===== src/rtl/multiexp_stream_adapter.sv =====
// Ingress serialiser / egress packer around the multiexp core word stream.
// Define MULTIEXP_ADAPTER_CNT_EN to enable the completed-point counter o_pnt_cnt.
module multiexp_stream_adapter #(
    parameter int FE_BITS = 256,
    parameter int PNT_WORDS = 4,
    parameter int PNT_BEAT_WORDS = 2,
    parameter int Z_WORDS = 2,
    parameter logic [FE_BITS-1:0] ONE_WORD = FE_BITS'(1),
    parameter int RES_WORDS = 6,
    parameter int RES_PACK = 2
) (
    input  logic                               i_clk,
    input  logic                               i_rst,
    input  logic                               i_scl_if_val,
    output logic                               i_scl_if_rdy,
    input  logic [FE_BITS-1:0]                 i_scl_if_dat,
    input  logic                               i_pnt_if_val,
    output logic                               i_pnt_if_rdy,
    input  logic [FE_BITS*PNT_BEAT_WORDS-1:0]  i_pnt_if_dat,
    output logic                               o_core_if_val,
    input  logic                               o_core_if_rdy,
    output logic [FE_BITS-1:0]                 o_core_if_dat,
    output logic                               o_core_if_sop,
    output logic                               o_core_if_eop,
    input  logic                               i_core_if_val,
    output logic                               i_core_if_rdy,
    input  logic [FE_BITS-1:0]                 i_core_if_dat,
    output logic                               o_res_if_val,
    input  logic                               o_res_if_rdy,
    output logic [FE_BITS*RES_PACK-1:0]        o_res_if_dat,
    output logic                               o_res_if_sop,
    output logic                               o_res_if_eop,
    output logic [63:0]                        o_pnt_cnt
);

    localparam int WW = (PNT_WORDS > 1) ? $clog2(PNT_WORDS) : 1;
    localparam int BW = (PNT_BEAT_WORDS > 1) ? $clog2(PNT_BEAT_WORDS) : 1;
    localparam int ZW = (Z_WORDS > 1) ? $clog2(Z_WORDS) : 1;
    localparam int KW = (RES_WORDS > 1) ? $clog2(RES_WORDS) : 1;
    localparam int PW = (RES_PACK > 1) ? $clog2(RES_PACK) : 1;

    typedef enum logic [1:0] {
        S_SCL,
        S_PNT,
        S_Z
    } state_t;

    state_t state, state_n;
    logic [WW-1:0] w, w_n;
    logic [BW-1:0] b, b_n;
    logic [ZW-1:0] z, z_n;
    logic [FE_BITS*PNT_BEAT_WORDS-1:0] pbuf;

    logic adv;
    logic load;
    logic buf_ld;
    logic [FE_BITS-1:0] ld_dat;
    logic ld_sop;
    logic ld_eop;
    logic scl_rdy;
    logic pnt_rdy;

    assign adv = ~o_core_if_val | o_core_if_rdy;
    assign i_scl_if_rdy = scl_rdy & ~i_rst;
    assign i_pnt_if_rdy = pnt_rdy & ~i_rst;

    always_comb begin
        state_n = state;
        w_n = w;
        b_n = b;
        z_n = z;
        load = 1'b0;
        buf_ld = 1'b0;
        ld_dat = '0;
        ld_sop = 1'b0;
        ld_eop = 1'b0;
        scl_rdy = 1'b0;
        pnt_rdy = 1'b0;
        unique case (state)
            S_SCL: begin
                scl_rdy = adv;
                if (adv && i_scl_if_val) begin
                    load = 1'b1;
                    ld_dat = i_scl_if_dat;
                    ld_sop = 1'b1;
                    state_n = S_PNT;
                    w_n = '0;
                    b_n = '0;
                end
            end
            S_PNT: begin
                // first word of each beat comes straight from the input
                if (b == '0) begin
                    pnt_rdy = adv;
                    if (adv && i_pnt_if_val) begin
                        load = 1'b1;
                        buf_ld = 1'b1;
                        ld_dat = i_pnt_if_dat[FE_BITS-1:0];
                    end
                end else if (adv) begin
                    load = 1'b1;
                    ld_dat = pbuf[b*FE_BITS +: FE_BITS];
                end
                if (load) begin
                    b_n = (b == BW'(PNT_BEAT_WORDS - 1)) ? '0 : b + 1'b1;
                    if (w == WW'(PNT_WORDS - 1)) begin
                        state_n = S_Z;
                        z_n = '0;
                    end else begin
                        w_n = w + 1'b1;
                    end
                end
            end
            S_Z: begin
                if (adv) begin
                    load = 1'b1;
                    ld_dat = (z == '0) ? ONE_WORD : '0;
                    if (z == ZW'(Z_WORDS - 1)) begin
                        ld_eop = 1'b1;
                        state_n = S_SCL;
                    end else begin
                        z_n = z + 1'b1;
                    end
                end
            end
            default: state_n = S_SCL;
        endcase
    end

    always_ff @(posedge i_clk or posedge i_rst) begin
        if (i_rst) begin
            state <= S_SCL;
            w <= '0;
            b <= '0;
            z <= '0;
            o_core_if_val <= 1'b0;
            o_core_if_sop <= 1'b0;
            o_core_if_eop <= 1'b0;
        end else begin
            state <= state_n;
            w <= w_n;
            b <= b_n;
            z <= z_n;
            if (load) begin
                o_core_if_val <= 1'b1;
                o_core_if_sop <= ld_sop;
                o_core_if_eop <= ld_eop;
            end else if (o_core_if_rdy) begin
                o_core_if_val <= 1'b0;
                o_core_if_sop <= 1'b0;
                o_core_if_eop <= 1'b0;
            end
        end
    end

    always_ff @(posedge i_clk) begin
        if (load) o_core_if_dat <= ld_dat;
        if (buf_ld) pbuf <= i_pnt_if_dat;
    end

    logic [KW-1:0] k;
    logic [PW-1:0] pk;
    logic core_hs;

    assign i_core_if_rdy = (~o_res_if_val | o_res_if_rdy) & ~i_rst;
    assign core_hs = i_core_if_val & i_core_if_rdy;

    always_ff @(posedge i_clk or posedge i_rst) begin
        if (i_rst) begin
            k <= '0;
            pk <= '0;
            o_res_if_val <= 1'b0;
            o_res_if_sop <= 1'b0;
            o_res_if_eop <= 1'b0;
        end else if (core_hs) begin
            k <= (k == KW'(RES_WORDS - 1)) ? '0 : k + 1'b1;
            if (pk == PW'(RES_PACK - 1)) begin
                pk <= '0;
                o_res_if_val <= 1'b1;
                o_res_if_sop <= (k == KW'(RES_PACK - 1));
                o_res_if_eop <= (k == KW'(RES_WORDS - 1));
            end else begin
                pk <= pk + 1'b1;
                if (o_res_if_rdy) begin
                    o_res_if_val <= 1'b0;
                    o_res_if_sop <= 1'b0;
                    o_res_if_eop <= 1'b0;
                end
            end
        end else if (o_res_if_rdy) begin
            o_res_if_val <= 1'b0;
            o_res_if_sop <= 1'b0;
            o_res_if_eop <= 1'b0;
        end
    end

    always_ff @(posedge i_clk) begin
        if (core_hs) o_res_if_dat[pk*FE_BITS +: FE_BITS] <= i_core_if_dat;
    end

`ifdef MULTIEXP_ADAPTER_CNT_EN
    logic [63:0] cnt;

    always_ff @(posedge i_clk or posedge i_rst) begin
        if (i_rst) begin
            cnt <= '0;
        end else if (o_core_if_val && o_core_if_rdy && o_core_if_eop) begin
            cnt <= cnt + 64'd1;
        end
    end

    assign o_pnt_cnt = cnt;
`else
    assign o_pnt_cnt = 64'd0;
`endif

endmodule

===== config.mk =====
export PLATFORM = sky130hd
export DESIGN_NAME = multiexp_stream_adapter
export DESIGN_NICKNAME = d
export VERILOG_FILES = /design/src/rtl/multiexp_stream_adapter.sv
export SDC_FILE = /design/constraint.sdc
export NUM_CORES = 1
export LEC_CHECK = 0
export ABC_AREA = 1
export BUFFER_PORTS_ARGS = -buffer_cell sky130_fd_sc_hd__buf_4
export CAP_MARGIN = 30
export CORE_AREA = 4 4 727 729
export DETAILED_ROUTE_END_ITERATION = 8
export DIE_AREA = 0 0 731 733
export GPL_TIMING_DRIVEN = 0
export HOLD_SLACK_MARGIN = 0.05
export SETUP_SLACK_MARGIN = 0.3
export SLEW_MARGIN = 25
export SYNTH_ARGS = -nofsm -noshare
export SYNTH_HDL_FRONTEND = slang
export SYNTH_SLANG_ARGS = --single-unit

===== constraint.sdc =====
create_clock -name i_clk -period 36 [get_ports i_clk]
set_input_delay 5.4 -clock i_clk [delete_from_list [all_inputs] [get_ports i_clk]]
set_output_delay 5.4 -clock i_clk [all_outputs]
set_load 0.05 [all_outputs]

# After elaboration in Yosys (flattened, before gate mapping)
# Cells that the tools add are included.
classes:
  add_sub_neg: 6
  bitwise: 9
  eq_ne: 11
  n_div: 0
  muxes: 57
  shifts: 3
  reduce_logical: 10
  n_mul: 0
  magnitude_cmp: 0
ops:
  columns: ["cell", "n"]
  rows:
  - ["2-to-1 mux 256 bit", 4]
  - ["case mux 256 bit (3 select lines)", 1]
  - ["bitwise mux 512 bit", 1]
  - ["variable shift 256 x 34 -> 512 bit (first input constant)", 1]
  - ["variable part select 256 x 34 -> 512 bit", 1]
  - ["variable part select 512 x 10 -> 256 bit", 1]
  - ["2-to-1 mux 1 bit", 37]
  - ["negator 9 -> 34 bit", 1]
  - ["2-to-1 mux 2 bit", 8]
  - ["inequality test 2 bit (second input constant)", 6]
  - ["AND reduction 4 bit", 2]
  - ["case mux 2 bit (3 select lines)", 1]
  - ["nonzero test 2 bit", 3]
  - ["AND reduction 5 bit", 1]
  - ["bitwise AND 1 bit", 4]
  - ["== test 2 bit (second input constant)", 2]
  - ["case mux 1 bit (2 select lines)", 2]
  - ["case mux 2 bit (2 select lines)", 1]
  - ["adder 1 bit (second input constant)", 3]
  - ["adder 3 x 1 -> 3 bit (second input constant)", 1]
  - ["== test 3 x 1 -> 1 bit (second input constant)", 1]
  - ["== test 3 bit (second input constant)", 1]
  - ["2-to-1 mux 3 bit", 1]
  - ["NOT 1 bit", 3]
  - ["7 further kinds", 9]
totals:
  ram_bits: 0
  rom_bits: 0
  elab_cells: 111
  memories: 0
  latchBits: 0
  out_inout_bits: 841
  inputBits: 1031
  reg_bits: 1296

# Longest topological paths before layout
depth:
  word_depth: 8
  depth_mapped: 10
  mapped_depth_nobuf: 9

# Least setup slack after synthesis
# No wires, ideal clock.
synth_path:
  kind: "input -> register"
  startpoint: "input i_rst"
  endpoint: "register o_res_if_eop"
  required_ns: 35.862
  t_arrival_ns: 18.260
  setup_slack_ns: 17.603
  setup_ns: 0.138
  n_path_buf: 0
  path_stages: 5
  path_cell_list: "inv_1 nand3_1 nor2_1 inv_1 o21ai_0"
synth_via:
  elab_chain_len: 4
synth_lines:
  columns: ["element", "line_no", "text"]
  rows:
  - ["start: declaration", "13", "input logic i_rst,"]
  - ["NOT 1 bit", "165", "assign i_core_if_rdy = (~o_res_if_val | o_res_if_rdy) & ~i_rst;"]
  - ["bitwise AND 1 bit", "165", null]
  - ["bitwise AND 1 bit", "166", "assign core_hs = i_core_if_val & i_core_if_rdy;"]
  - ["2-to-1 mux 1 bit", "175", "end else if (core_hs) begin"]
  - ["end signal: assignment", "181", "o_res_if_eop <= (k == KW'(RES_WORDS - 1));"]
  - ["end: declaration", "32", "output logic o_res_if_eop,"]
# Every way passes these cells.
# A chain may end at the register's enable or synchronous reset.

# Worst setup path in the final report
layout_path:
  startpoint: "input o_core_if_rdy"
  endpoint: "output i_scl_if_rdy"
layout_via:
  elab_chain_len: 3
layout_lines:
  columns: ["element", "line_no", "text"]
  rows:
  - ["start: declaration", "21", "input logic o_core_if_rdy,"]
  - ["bitwise OR 1 bit", "63", "assign adv = ~o_core_if_val | o_core_if_rdy;"]
  - ["2-to-1 mux 1 bit", "79", "unique case (state)"]
  - ["bitwise AND 1 bit", "64", "assign i_scl_if_rdy = scl_rdy & ~i_rst;"]
  - ["end: declaration", "15", "output logic i_scl_if_rdy,"]
# Every way passes these cells.

==> run_summary.xml <==
<?xml version="1.0" encoding="UTF-8"?>
<metrics>
  <group name="grt">
    <metric name="first_pass_grt_wire_length" unit="mm">509</metric>
    <metric name="grt_pass1_vias" unit="">38652</metric>
    <metric name="antenna_found_initial" unit="">223</metric>
    <metric name="gr-usage-all-layers" unit="%">15.3</metric>
    <metric name="grt_max_degree" unit="">98</metric>
    <metric name="total_gr_overflow" unit="">0</metric>
  </group>
  <group name="sta">
    <metric name="fin_ws" unit="ns">23.37</metric>
    <metric name="max-slew-margin-rel" unit="%">33.2</metric>
    <metric name="setup_repair_after_global_routing_missed_its_margin" unit="">false</metric>
    <metric name="period_minus_slack" unit="ns">12.63</metric>
    <metric name="hold_violations" unit="">0</metric>
    <metric name="report.final.setup_viol" unit="">0</metric>
    <metric name="final.hold.worst_slack" unit="ns">0.486</metric>
    <metric name="sum_of_negative_setup_slack" unit="ns">0</metric>
    <metric name="layout_worst_path_cycle_share" unit="%">35.1</metric>
    <metric name="worstMarginPinSlew" unit="ns">1.00</metric>
    <metric name="achievable-frequency" unit="MHz">79.2</metric>
    <metric name="drv_slew" unit="">0</metric>
    <metric name="worst_clock_skew" unit="ns">0.0662</metric>
  </group>
  <group name="drt">
    <metric name="vias" unit="">40076</metric>
    <metric name="antenna_violating_nets_post_route" unit="">0</metric>
    <metric name="dr.pass1.iters" unit="">6</metric>
    <metric name="post_drt_wl_per_cell" unit="um">32.8</metric>
    <metric name="finalWirelength" unit="mm">428</metric>
    <metric name="vias_per_cell" unit="">3.07</metric>
    <metric name="residual_drc" unit="">0</metric>
    <metric name="drt_iter0_drc" unit="">3888</metric>
  </group>
  <group name="yosys">
    <metric name="synth.most_common_cell" unit="">sky130_fd_sc_hd__edfxtp_1</metric>
    <metric name="postSynthRegisterBits" unit="">1040</metric>
    <metric name="syn-cell-area" unit="sq um">44100</metric>
    <metric name="synth_cell_type_count" unit="">30</metric>
    <metric name="synth_compound_gate_area_share" unit="%">5.02</metric>
    <metric name="synthCells" unit="">3856</metric>
    <metric name="ys_warn_count" unit="">0</metric>
    <metric name="synth-seq-area-share" unit="%">70.7</metric>
    <metric name="synth_top_family_by_area" unit="">simple AND/OR/NAND/NOR gates</metric>
    <metric name="synth-edff-count" unit="">1024</metric>
    <metric name="yosys-mux-area-fraction" unit="%">0</metric>
    <metric name="synth_largest_type_area_fraction" unit="%">69.8</metric>
    <metric name="post_synthesis_share_of_cell_area_spent_on_and_or_nand_and_nor_gates" unit="%">15.4</metric>
    <metric name="yosys-top-cells-count" unit="">sky130_fd_sc_hd__edfxtp_1 (1024), sky130_fd_sc_hd__nand2_1 (899), sky130_fd_sc_hd__inv_1 (527)</metric>
    <metric name="synth_flop_cell" unit="">sky130_fd_sc_hd__edfxtp_1</metric>
    <metric name="yosys.area_share.adder" unit="%">0.0284</metric>
    <metric name="synthDominantAreaCellType" unit="">sky130_fd_sc_hd__edfxtp_1</metric>
    <metric name="yosys.area_share.xor_xnor" unit="%">0.0397</metric>
    <metric name="synth.top_cells.by_area" unit="">sky130_fd_sc_hd__edfxtp_1 (70%), sky130_fd_sc_hd__nand2_1 (7.7%), sky130_fd_sc_hd__inv_1 (4.5%), sky130_fd_sc_hd__nand3_1 (3.0%), sky130_fd_sc_hd__a21o_1 (2.7%)</metric>
    <metric name="synth-async-reset-ratio" unit="%">1.54</metric>
    <metric name="synthesis.area_per_instance" unit="sq um">11.4</metric>
  </group>
  <group name="clock_network">
    <metric name="clockRootBuffer" unit="">sky130_fd_sc_hd__clkbuf_16</metric>
    <metric name="cts_buffers" unit="">143</metric>
    <metric name="cts_tree" unit="">built</metric>
    <metric name="cts.path.max_buffers" unit="">4</metric>
    <metric name="cts_htree_levels" unit="">4</metric>
    <metric name="clk-insertion-delay-late" unit="ns">0.85</metric>
    <metric name="cts.repair_timing.setup_buffer_count" unit="">0</metric>
    <metric name="clk_pin_slew" unit="ns">0.06</metric>
    <metric name="cts_repair_resize_count" unit="">0</metric>
    <metric name="clock-sinks" unit="">1040</metric>
    <metric name="cts.hold.buffers_added" unit="">0</metric>
  </group>
  <group name="critical_path">
    <metric name="cp.required" unit="ns">30.60</metric>
    <metric name="crit_path_max_fanout" unit="">10</metric>
    <metric name="timing.critical_path.from_type" unit="">input pin</metric>
    <metric name="crit_path_end_kind" unit="">output pin</metric>
    <metric name="worst-endpoint-arrival" unit="ns">7.23</metric>
    <metric name="timing_worst_setup_path_type" unit="">in -&gt; out</metric>
  </group>
  <group name="floorplan">
    <metric name="initial_utilization" unit="%">8.43</metric>
    <metric name="boundaryPins" unit="">1872</metric>
    <metric name="fp.dieArea" unit="sq um">536000</metric>
    <metric name="die_height" unit="um">733</metric>
    <metric name="die_w" unit="um">731</metric>
    <metric name="core.rowCount" unit="">266</metric>
    <metric name="core" unit="sq um">523000</metric>
  </group>
  <group name="hold_path">
    <metric name="min-delay-path-class" unit="">reg -&gt; reg</metric>
  </group>
  <group name="final_layout">
    <metric name="num-nets-final" unit="">6946</metric>
    <metric name="area.growth.synth_to_final" unit="%">64.5</metric>
    <metric name="final-instance-count-excl-fill" unit="">13067</metric>
    <metric name="layout-drive-gt1-share" unit="%">39.0</metric>
    <metric name="postLayoutCellArea" unit="sq um">72500</metric>
  </group>
  <group name="pwr">
    <metric name="vdd_drop_max" unit="uV">61.7</metric>
    <metric name="power.static_leakage" unit="nW">30.7</metric>
    <metric name="power.density" unit="nW/um^2">90.1</metric>
  </group>
  <group name="placement">
    <metric name="place_area" unit="sq um">67700</metric>
    <metric name="detailed_place_hpwl" unit="mm">369</metric>
    <metric name="port-buffer-count" unit="">1806</metric>
    <metric name="gp_congestion" unit="">0.996</metric>
    <metric name="placement.setup.worst_slack" unit="ns">23.17</metric>
    <metric name="number_of_placed_cells_counting_well_taps" unit="">12737</metric>
  </group>
  <group name="job">
    <metric name="max-cap-violations" unit="">0</metric>
  </group>
  <group name="outcome">
    <metric name="run_status" unit="">completed</metric>
  </group>
</metrics>
## final timing paths
check,slack (ns),start,depth (start not counted),end
max,23.37,o_core_if_rdy,7,i_scl_if_rdy
min,0.49,w[1],2,w[1]
max reg2reg,32.17,b,9,o_core_if_dat[240]
min reg2reg,0.49,w[1],2,w[1]
max in group asynchronous,30.83,i_rst,3,o_res_if_val
min in group asynchronous,4.72,i_rst,2,o_core_if_eop
## state kept, by name, summed over array words and instances (netlist names)
name and flops:
z 1, o_res_if_sop 1, o_res_if_val 1, o_core_if_dat 256, o_res_if_dat 512, pbuf 256
o_core_if_sop 1, o_core_if_val 1, k 3, pk 1, w 2, state 2
b 1, o_core_if_eop 1, o_res_if_eop 1
## layout by cell type (no fill, tap or decap), drive strengths merged, types with 2 or more instances in the layout
master / synthesis / layout
clkbuf: 44 / 208
clkinvlp: 0 / 4
edfxtp: 1024 / 1024
inv: 532 / 547
nor4: 2 / 2
nand3: 267 / 267
a21oi: 101 / 101
nand4: 157 / 157
nand2: 900 / 900
nor2: 268 / 268
o21ai: 104 / 104
clkinv: 0 / 59
xor2: 2 / 2
diode: 0 / 76
buf: 277 / 2127
dfrtp: 16 / 16
a21o: 156 / 156
bufinv: 0 / 12
conb: 1 / 64
## cell families (layout without fill, tap and decap cells)
family / Yosys count / count (layout)
AOI/OAI and AO/OA: 363 / 363
xor gates and xnor gates: 2 / 2
other: 1 / 140
buffers and inverters: 853 / 2957
adders and majority gates: 1 / 1
DFF: 1040 / 1040
and+or+nand+nor: 1596 / 1596
## per-layer routing
layer	part of all wire [%]	wire length [um]	vias to the layer above	GRT usage (%)
li1	-	-	17071	-
met1	37	160000	19589	17.0
met2	47	200000	2549	25.4
met3	9.2	39400	757	5.39
met4	6.5	27900	110	8.52
met5	0.17	714	-	0
## where the power goes
| part | internal (mW) | switching (mW) |
|---|---|---|
| Clock | 0.830 | 0.643 |
| Sequential | 1.83 | 0.127 |
| Combinational | 0.676 | 2.42 |
## cell type report
type / instances / area (sq um)
clock buffers: 164 / 3680
multi-input cells: 2026 / 9270
diodes: 76 / 190
clock inverters: 90 / 930
flip-flops and latches: 1040 / 31100
well taps: 6968 / 8720
repair buffers: 1850 / 14600
fillers: 59240 / 450000
inverters: 532 / 2010
plain buffers: 321 / 1920
## critical path, stage by stage
cell and delay (ns):
sky130_fd_sc_hd__buf_4 0.09, sky130_fd_sc_hd__inv_1 0.06, sky130_fd_sc_hd__nand2_2 0.29, sky130_fd_sc_hd__buf_4 0.40
sky130_fd_sc_hd__inv_2 0.09, sky130_fd_sc_hd__nor4_1 0.50, sky130_fd_sc_hd__buf_4 0.34
## metrics by stage
step	total power, mW	util [%]
6_report	6.53	13.9
5_1_grt	6.80	13.8
4_1_cts	6.66	13.8
3_5_place_dp	5.15	12.9
3_3_place_gp	5.25	12.7
2_1_floorplan	3.54	-
Power figures use the tool's default switching activity.
